[config.mk]
export PLATFORM = sky130hd
export DESIGN_NAME = bias_fetch_ctrl
export DESIGN_NICKNAME = d
export VERILOG_FILES = /design/src/rtl/bias_fetch_ctrl_pkg.sv /design/src/rtl/bias_fetch_ctrl_fifo.sv /design/src/rtl/bias_fetch_ctrl.sv
export SDC_FILE = /design/constraint.sdc
export NUM_CORES = 2
export LEC_CHECK = 0
export ABC_AREA = 1
export BUFFER_PORTS_ARGS = -buffer_cell sky130_fd_sc_hd__buf_2
export CAP_MARGIN = 20
export CORE_UTILIZATION = 45
export CTS_CLUSTER_DIAMETER = 200
export DETAILED_ROUTE_END_ITERATION = 6
export PLACE_DENSITY_LB_ADDON = 0.05
export SETUP_SLACK_MARGIN = 0.3
export SLEW_MARGIN = 25
export SYNTH_ARGS = -nofsm -noshare
export SYNTH_HDL_FRONTEND = slang
export SYNTH_SLANG_ARGS = --single-unit
[constraint.sdc]
create_clock -name clk -period 51.2 [get_ports clk]
set_input_delay 2.56 -clock clk [delete_from_list [all_inputs] [get_ports clk]]
set_output_delay 2.56 -clock clk [all_outputs]
set_load 0.1 [all_outputs]
[src/rtl/bias_fetch_ctrl_pkg.sv]
// rtl/bias_fetch_ctrl_pkg.sv - shared state encoding and DDR constants for bias_fetch_ctrl
// Contents: controller state enum, DDR read command code, beat-size helper and
// the beat byte count for the default 512-bit DDR interface.
package bias_fetch_ctrl_pkg;

  typedef enum logic [1:0] {
    ST_IDLE = 2'd0,
    ST_RUN  = 2'd1,
    ST_DONE = 2'd2
  } bfc_state_e;

  localparam logic [2:0] DDR_CMD_READ = 3'b001;

  function automatic int beat_bytes(input int data_w);
    return data_w / 8;
  endfunction

  localparam int DDR_BEAT_BYTES = beat_bytes(512);

endpackage

[src/rtl/bias_fetch_ctrl_fifo.sv]
// rtl/bias_fetch_ctrl_fifo.sv - beat FIFO holding DDR read beats awaiting unpack
// Ports: clk, rst_n (sync active-low), i_clr (sync flush), i_push/i_data (write side),
// i_pop (read side, head shown on o_data), o_count (current occupancy).
module sync_beat_fifo #(
  parameter  int WIDTH = 512,
  parameter  int DEPTH = 4,
  localparam int CNT_W = $clog2(DEPTH + 1)
) (
  input  logic             clk,
  input  logic             rst_n,
  input  logic             i_clr,
  input  logic             i_push,
  input  logic [WIDTH-1:0] i_data,
  input  logic             i_pop,
  output logic [WIDTH-1:0] o_data,
  output logic [CNT_W-1:0] o_count
);

  localparam int PTR_W = (DEPTH > 1) ? $clog2(DEPTH) : 1;

  logic [WIDTH-1:0] r_mem [DEPTH];
  logic [PTR_W-1:0] r_wr_ptr;
  logic [PTR_W-1:0] r_rd_ptr;
  logic [CNT_W-1:0] r_count;
  logic             w_full;
  logic             w_empty;
  logic             w_do_push;
  logic             w_do_pop;

  // Pointers wrap explicitly so non-power-of-two depths work too.
  function automatic logic [PTR_W-1:0] ptr_inc(input logic [PTR_W-1:0] p);
    return (p == PTR_W'(DEPTH - 1)) ? '0 : p + PTR_W'(1);
  endfunction

  assign w_full    = (r_count == CNT_W'(DEPTH));
  assign w_empty   = (r_count == '0);
  assign w_do_pop  = i_pop && !w_empty;
  // A push at full is dropped unless a pop frees the slot in the same cycle.
  assign w_do_push = i_push && (!w_full || w_do_pop);

  always_ff @(posedge clk) begin
    if (!rst_n || i_clr) begin
      r_wr_ptr <= '0;
      r_rd_ptr <= '0;
      r_count  <= '0;
    end else begin
      if (w_do_push) r_wr_ptr <= ptr_inc(r_wr_ptr);
      if (w_do_pop)  r_rd_ptr <= ptr_inc(r_rd_ptr);
      case ({w_do_push, w_do_pop})
        2'b10:   r_count <= r_count + CNT_W'(1);
        2'b01:   r_count <= r_count - CNT_W'(1);
        default: r_count <= r_count;
      endcase
    end
  end

  always_ff @(posedge clk) begin
    if (w_do_push) r_mem[r_wr_ptr] <= i_data;
  end

  assign o_data  = r_mem[r_rd_ptr];
  assign o_count = r_count;

endmodule

[src/rtl/bias_fetch_ctrl.sv]
// rtl/bias_fetch_ctrl.sv - fetches bias entries from DDR and writes them into the bias buffer
// Ports: clk, rst_n (sync active-low); bfc_* command inputs and bfc_idle status;
// app_* DDR read command/return interface; bb_wr_* bias-buffer write port.
module bias_fetch_ctrl
  import bias_fetch_ctrl_pkg::*;
#(
  parameter int X_PE            = 16,
  parameter int ADDR_LEN_BB     = 7,
  parameter int SINGLE_LEN      = 24,
  parameter int DDR_ADDR_LEN    = 32,
  parameter int DDR_DATA_W      = 512,
  parameter int MAX_OUTSTANDING = 4
) (
  input  logic                    clk,
  input  logic                    rst_n,
  input  logic                    bfc_conf,
  input  logic [SINGLE_LEN-1:0]   bfc_bias_num,
  input  logic [SINGLE_LEN-1:0]   bfc_bias_ddr_byte,
  input  logic [DDR_ADDR_LEN-1:0] bfc_ddr_st_addr,
  input  logic [ADDR_LEN_BB-1:0]  bfc_bb_st_addr,
  output logic                    bfc_idle,
  output logic                    app_en,
  output logic [2:0]              app_cmd,
  output logic [DDR_ADDR_LEN-1:0] app_addr,
  input  logic                    app_rdy,
  input  logic [DDR_DATA_W-1:0]   app_rd_data,
  input  logic                    app_rd_data_valid,
  output logic                    bb_wr_en,
  output logic [ADDR_LEN_BB-1:0]  bb_wr_addr,
  output logic [X_PE*8-1:0]       bb_wr_data
);

  localparam int BEAT_BYTES = beat_bytes(DDR_DATA_W);
  localparam int BEAT_SHIFT = $clog2(BEAT_BYTES);
  localparam int ENT_W      = X_PE * 8;
  localparam int ENTRIES    = DDR_DATA_W / ENT_W;
  localparam int EIDX_W     = (ENTRIES > 1) ? $clog2(ENTRIES) : 1;
  localparam int CNT_W      = $clog2(MAX_OUTSTANDING + 1);
  localparam int BC_W       = SINGLE_LEN + 1;

  bfc_state_e              r_state;
  bfc_state_e              w_next_state;
  logic [SINGLE_LEN-1:0]   r_num;
  logic [BC_W-1:0]         r_beats;
  logic [BC_W-1:0]         r_issued;
  logic [BC_W-1:0]         r_popped;
  logic [SINGLE_LEN-1:0]   r_written;
  logic [DDR_ADDR_LEN-1:0] r_app_addr;
  logic [ADDR_LEN_BB-1:0]  r_bb_addr;
  logic [DDR_DATA_W-1:0]   r_beat;
  logic                    r_unpacking;
  logic [EIDX_W-1:0]       r_eidx;

  logic [BC_W-1:0]         w_beats_calc;
  logic                    w_app_en;
  logic                    w_push;
  logic                    w_pop;
  logic                    w_wr_en;
  logic                    w_last_wr;
  logic [ENT_W-1:0]        w_wr_data;
  logic [DDR_DATA_W-1:0]   w_fifo_head;
  logic [CNT_W-1:0]        w_fifo_count;

  assign w_beats_calc = ({1'b0, bfc_bias_ddr_byte} + BC_W'(BEAT_BYTES - 1)) >> BEAT_SHIFT;

  // Credit: beats issued but not yet popped never exceed FIFO depth, so returns always fit.
  assign w_app_en = (r_state == ST_RUN) && (r_num != '0) && (r_issued < r_beats) &&
                    ((r_issued - r_popped) < BC_W'(MAX_OUTSTANDING));

  // Returns outside RUN belong to abandoned or finished jobs and are dropped.
  assign w_push = app_rd_data_valid && (r_state == ST_RUN);

  sync_beat_fifo #(
    .WIDTH (DDR_DATA_W),
    .DEPTH (MAX_OUTSTANDING)
  ) u_beat_fifo (
    .clk     (clk),
    .rst_n   (rst_n),
    .i_clr   (r_state != ST_RUN),
    .i_push  (w_push),
    .i_data  (app_rd_data),
    .i_pop   (w_pop),
    .o_data  (w_fifo_head),
    .o_count (w_fifo_count)
  );

  // Entry 0 of a beat is written straight from the FIFO head in the pop cycle;
  // the rest come from the latched copy.
  always_comb begin
    w_next_state = r_state;
    w_pop        = 1'b0;
    w_wr_en      = 1'b0;
    w_wr_data    = '0;
    if (r_state == ST_RUN && r_written != r_num) begin
      if (r_unpacking) begin
        w_wr_en   = 1'b1;
        w_wr_data = r_beat[int'(r_eidx)*ENT_W +: ENT_W];
      end else if (w_fifo_count != '0) begin
        w_pop     = 1'b1;
        w_wr_en   = 1'b1;
        w_wr_data = w_fifo_head[ENT_W-1:0];
      end
    end
    w_last_wr = w_wr_en && ((r_written + SINGLE_LEN'(1)) == r_num);
    case (r_state)
      ST_IDLE: if (bfc_conf) w_next_state = ST_RUN;
      ST_RUN:  if (r_num == '0 || w_last_wr) w_next_state = ST_DONE;
      ST_DONE: w_next_state = ST_IDLE;
      default: w_next_state = ST_IDLE;
    endcase
  end

  always_ff @(posedge clk) begin
    if (!rst_n) begin
      r_state     <= ST_IDLE;
      r_num       <= '0;
      r_beats     <= '0;
      r_issued    <= '0;
      r_popped    <= '0;
      r_written   <= '0;
      r_app_addr  <= '0;
      r_bb_addr   <= '0;
      r_beat      <= '0;
      r_unpacking <= 1'b0;
      r_eidx      <= '0;
    end else begin
      r_state <= w_next_state;
      if (r_state == ST_IDLE && bfc_conf) begin
        r_num       <= bfc_bias_num;
        r_beats     <= w_beats_calc;
        r_issued    <= '0;
        r_popped    <= '0;
        r_written   <= '0;
        r_app_addr  <= bfc_ddr_st_addr & ~DDR_ADDR_LEN'(BEAT_BYTES - 1);
        r_bb_addr   <= bfc_bb_st_addr;
        r_unpacking <= 1'b0;
        r_eidx      <= '0;
      end else begin
        if (w_app_en && app_rdy) begin
          r_issued   <= r_issued + BC_W'(1);
          r_app_addr <= r_app_addr + DDR_ADDR_LEN'(BEAT_BYTES);
        end
        if (w_pop) begin
          r_popped <= r_popped + BC_W'(1);
          r_beat   <= w_fifo_head;
        end
        if (w_wr_en) begin
          r_written <= r_written + SINGLE_LEN'(1);
          r_bb_addr <= r_bb_addr + ADDR_LEN_BB'(1);
          if (w_pop) begin
            if (ENTRIES > 1 && !w_last_wr) begin
              r_unpacking <= 1'b1;
              r_eidx      <= EIDX_W'(1);
            end
          end else if (r_eidx == EIDX_W'(ENTRIES - 1) || w_last_wr) begin
            r_unpacking <= 1'b0;
            r_eidx      <= '0;
          end else begin
            r_eidx <= r_eidx + EIDX_W'(1);
          end
        end
        if (r_state != ST_RUN) begin
          r_unpacking <= 1'b0;
          r_eidx      <= '0;
        end
      end
    end
  end

  assign bfc_idle   = (r_state == ST_IDLE);
  assign app_en     = w_app_en;
  assign app_cmd    = DDR_CMD_READ;
  assign app_addr   = r_app_addr;
  assign bb_wr_en   = w_wr_en;
  assign bb_wr_addr = r_bb_addr;
  assign bb_wr_data = w_wr_data;

endmodule

After elaboration in Yosys (flattened, before gate mapping)
Memory sizes are Yosys's and may differ from the RTL's. A register that Yosys moved wholly into a read port is not among the register bits.
Cells that the tools add are included.
{"block": "word_totals", "ram_bits": 2048, "mem_count": 1, "inputBits": 604, "out_inout_bits": 173, "register_bits": 680}
{"block": "classes", "n_reduce_logical": 32, "shift": 1, "n_eq_ne": 13, "n_mux": 28, "n_lt_le_gt_ge": 2, "add_sub_neg": 12, "n_bitwise": 2}
{"name": "u_beat_fifo.r_mem", "words": 4, "word_bits": 512, "rd": 1, "rd_ports_with_merged_regs": 1, "write_ports": 1, "line": "bias_fetch_ctrl_fifo.sv:21", "text": "logic [WIDTH-1:0] r_mem [DEPTH];"}
{"op": "variable part select 512 x 10 -> 128 bit", "n": 1}
{"op": "two-way mux 128 bit", "n": 3}
{"op": "two-way mux 32 bit", "n": 2}
{"op": "adder 25 x 1 -> 25 bit (second input constant)", "n": 2}
{"op": "adder 32 x 7 -> 32 bit (second input constant)", "n": 1}
{"op": "adder 24 x 6 -> 25 bit (second input constant)", "n": 1}
{"op": "< comparator 25 x 19 -> 1 bit", "n": 1}
{"op": "< comparator 25 x 3 -> 1 bit (second input constant)", "n": 1}
{"op": "subtractor 25 bit", "n": 1}
{"op": "adder 24 x 1 -> 24 bit (second input constant)", "n": 1}
{"op": "== test 24 bit", "n": 1}
{"op": "logical NOT 24 bit", "n": 1}
{"op": "inequality test 24 bit", "n": 1}
{"op": "nonzero test 24 bit", "n": 1}
{"op": "two-way mux 2 bit", "n": 9}
{"op": "two-way mux 7 bit", "n": 2}
{"op": "logical AND 1 bit", "n": 10}
{"op": "two-way mux 1 bit", "n": 10}
{"op": "== test 2 bit (second input constant)", "n": 4}
{"op": "nonzero test 2 bit", "n": 4}
{"op": "adder 7 x 1 -> 7 bit (second input constant)", "n": 1}
{"op": "adder 2 x 1 -> 2 bit (second input constant)", "n": 3}
{"op": "one-hot mux 3 bit (2 select lines)", "n": 1}
{"op": "AND reduction 2 bit", "n": 3}
{"op": "other kinds (16)", "n": 25}

Longest topological paths before layout
{"block": "logic_depth", "word_depth": 9, "ltp_mapped": 22}

By module
A second synthesis with hierarchy kept.
{"block": "hier_totals", "hier_cells": 10111, "area_unflattened_um2": 109882.9}
{"mod": "sync_beat_fifo", "area_per_inst_um2": 76052.9, "n_inst": 1, "seq_area_each_um2": 61679.2, "cells_each": 5022}
{"mod": "bias_fetch_ctrl", "area_per_inst_um2": 33829.9, "n_inst": 1, "seq_area_each_um2": 13352.8, "cells_each": 5089}

Worst setup path after synthesis
Ideal clock, no wire load.
{"block": "synth_path", "path_kind": "input to register", "from": "input app_rd_data_valid", "to": "memory u_beat_fifo.r_mem[0][0], enable pin", "arrival_time_ps": 23926, "required_time_ps": 49798, "path_slack_ps": 25872, "cell_stages": 2, "setup_time_ps": 1402, "path_cell_list": "o211ai_2 -> nor2_1"}
{"block": "synth_via", "elab_chain_cells": 4}
{"element": "from (decl)", "line": "bias_fetch_ctrl.sv:27", "text": "input logic app_rd_data_valid,"}
{"element": "logical AND 1 bit", "line": "bias_fetch_ctrl.sv:71", "text": "assign w_push = app_rd_data_valid && (r_state == ST_RUN);"}
{"element": "logical AND 1 bit", "line": "bias_fetch_ctrl_fifo.sv:39", "text": "assign w_do_push = i_push && (!w_full || w_do_pop);"}
{"element": "two-way mux 1 bit", "line": "bias_fetch_ctrl_fifo.sv:58", "text": "if (w_do_push) r_mem[r_wr_ptr] <= i_data;"}
{"element": "two-way mux 1 bit (not written as such)", "line": "bias_fetch_ctrl_fifo.sv:58"}
{"element": "to (decl)", "line": "bias_fetch_ctrl_fifo.sv:21"}
No other way between the ends.

==> reports/results.tsv <==
metric	value	unit
status	finished clean	
grt_pass1_vias	74109	
crit_arrival	6380	ps
dpl.hpwl	220000	um
tightest_slew	1180	ps
final_common_cell	edfxtp_1	
leakagePower	45.4	nW
setup_ws	42260	ps
die-area	0.245	mm^2
reg2reg_from	r_num[23]	
syn_area_per_cell	10.9	um^2
layout.nets	11228	
initial_core_util	45.4	%
cts_hold_buf	0	
end_kind	output port	
power_density	38.4	mW/mm^2
post_cts_buffers	0	
synthAdderAreaFrac	0.613	%
pre_cts_slack	43130	ps
antenna_found_initial	236	
ios	777	
grt_max_degree	188	
tns	0	ps
die_x	495	um
min_period_over_period	17.5	%
holdPathStages	2	
drive_gt1_share	13.0	%
synth-xor-area-share	0.633	%
min-delay-start	r_beat[447]	
core-area	0.241	mm^2
synth_mux_area_share	0	%
clockRootBuffer	clkbuf_16	
skew	93.4	ps
worstPathRequired	48640	ps
grt_overflow	0	
syn_to_final_growth	14.9	%
syn_inst	10059	
synth_compound_area_share	14.1	%
timing.hold.ws	453	ps
hold_viol_final	0	
final_cell_mix	2048 x edfxtp_1, 1695 x o21ai_0, 1638 x nor2_1, 1078 x nand2_1, 760 x buf_2	
rows	180	
crit_fanout	150	
synth_cell_types	55	
timing.max_cap.violations	0	
finalSetupViolCount	0	
yosys_warnings	0	
yosys.area_share.simple	12.0	%
die_y	495	um
worstSetupPathType	reg -> out	
via_per_inst	5.61	
rsz0062_at_grt	no	
ant_nets	0	
start_kind	flip-flop	
cts.sinks	2724	
total_power	4.83	mW
synth_top_family_by_area	compound AO/OA/AOI/OAI gates	
ctsResizeCount	0	
reg2reg_depth	13	
port_buffers	761	
finalMaxSlewViolations	0	
synth-seq-cells	2724	
cts_buffers	313	
clk_latency	950	ps
finalCriticalPeriod	8940	ps
vdd_ir_drop_max	29.3	uV
clk_pin_slew	60	ps
grt_usage	28.1	%
syn_area	0.109	mm^2
slew_headroom	21.6	%
finalWirelength	353000	um
via_count	78934	
ys_seq_area_share	68.6	%
cts_max_level	5	
cts_tree	done	
cts_buffer_depth	4	
rrSetupSlack	44580	ps
drtIter0Drc	7146	
drc	0	
grt_first_pass_wirelength	508000	um
fmax	112	MHz
wl_per_cell	25.1	um
place_congestion	0.856	
dr.pass1.iters	6	
hp-class	reg -> reg	
## flip-flops by register name (all words and copies together), names as in the netlist, named ones only
name                  count
r_beat                  512
r_unpacking               1
app_addr                 26
r_state                   2
u_beat_fifo.r_mem      2048
bb_wr_addr                7
u_beat_fifo.o_count       3
r_eidx                    2
u_beat_fifo.r_wr_ptr      2
r_num                    24
u_beat_fifo.r_rd_ptr      2
r_beats                  19
r_issued                 25
r_written                24
r_popped                 25
## path summary, 6_finish.rpt
check	end
worst max register to register	u_beat_fifo.r_mem[1][239]
worst min register to register	r_beat[447]
worst min-delay path	r_beat[447]
worst max-delay path	bb_wr_data[24]
## stage by stage
stage	utilization [%]	instances	cell area [um^2]
finish	52.1	14075	126000
global route	52.1	14025	126000
CTS	52.1	13995	125000
detailed placement	48.0	13441	116000
global placement	48.0	13441	116000
floorplan	-	10066	109000
## cell type report
class | instances | area, um^2
multi-input cells | 6194 | 29900
diodes | 80 | 200
inverters | 467 | 1790
fillers | 21353 | 115000
clock buffers | 412 | 8510
clock inverters | 142 | 1360
repair buffers | 871 | 4860
flip-flops and latches | 2724 | 75100
well taps | 3185 | 3990
## per-layer routing
metal  GRT usage, %  up-vias  part of all wire (%)
met3           6.75      746                   7.8
met4           9.71      114                   3.3
met2           44.1     2540                    46
met1           38.2    38695                    43
li1               -    36839                     -
met5              0        -                  0.21
## synth_stat cells (all sizes together)
cell type | instances | area share, %
a21o | 2 | 0.014
nand4 | 118 | 0.68
o21ai | 1697 | 7.8
a22o | 14 | 0.11
nor3 | 47 | 0.22
xor2 | 59 | 0.47
o41ai | 45 | 0.36
a211o | 1 | 0.0080
nand2 | 1091 | 3.8
o22ai | 469 | 2.7
inv | 465 | 1.6
or3 | 1 | 0.0057
o21a | 5 | 0.034
nor4 | 12 | 0.069
buf | 128 | 0.60
o211a | 1 | 0.0092
nor3b | 5 | 0.034
a21oi | 545 | 2.5
conb | 2 | 0.0069
xnor2 | 20 | 0.16
a211oi | 4 | 0.027
o21bai | 1 | 0.0069
clkbuf | 553 | 1.9
ha | 52 | 0.59
and3 | 45 | 0.26
nor2 | 1685 | 5.9
and2 | 3 | 0.017
a31oi | 7 | 0.040
o31ai | 1 | 0.0069
a221oi | 1 | 0.0080
or2 | 10 | 0.057
clkinv | 2 | 0.0069
nand3 | 170 | 0.81
a32o | 46 | 0.42
fa | 1 | 0.018
o211ai | 2 | 0.018
o32ai | 5 | 0.040
nand3b | 20 | 0.14
dfxtp | 676 | 12
edfxtp | 2048 | 56
## cells by family after synthesis
logic type	Yosys count
buffers and inverters	1148
DFF	2724
adders and majority gates	53
xor gates and xnor gates	79
AOI/OAI and AO/OA	2846
and+or+nand+nor	3207
other	2
## where the power goes
| group | internal, mW | switching (mW) |
|---|---|---|
| clock | 1.29 | 0.877 |
| combinational | 0.0613 | 0.172 |
| sequential | 2.41 | 0.0153 |
## worst max-delay path, cell delays in order, from the launching register on
cell and delay (ps):
dfxtp_4 470, inv_8 630, buf_12 600, buf_4 640, buf_4 800, buf_4 840
nand2_1 110, a32o_1 300, o21ai_0 300, buf_2 510
(Power assumes the default switching activity.)
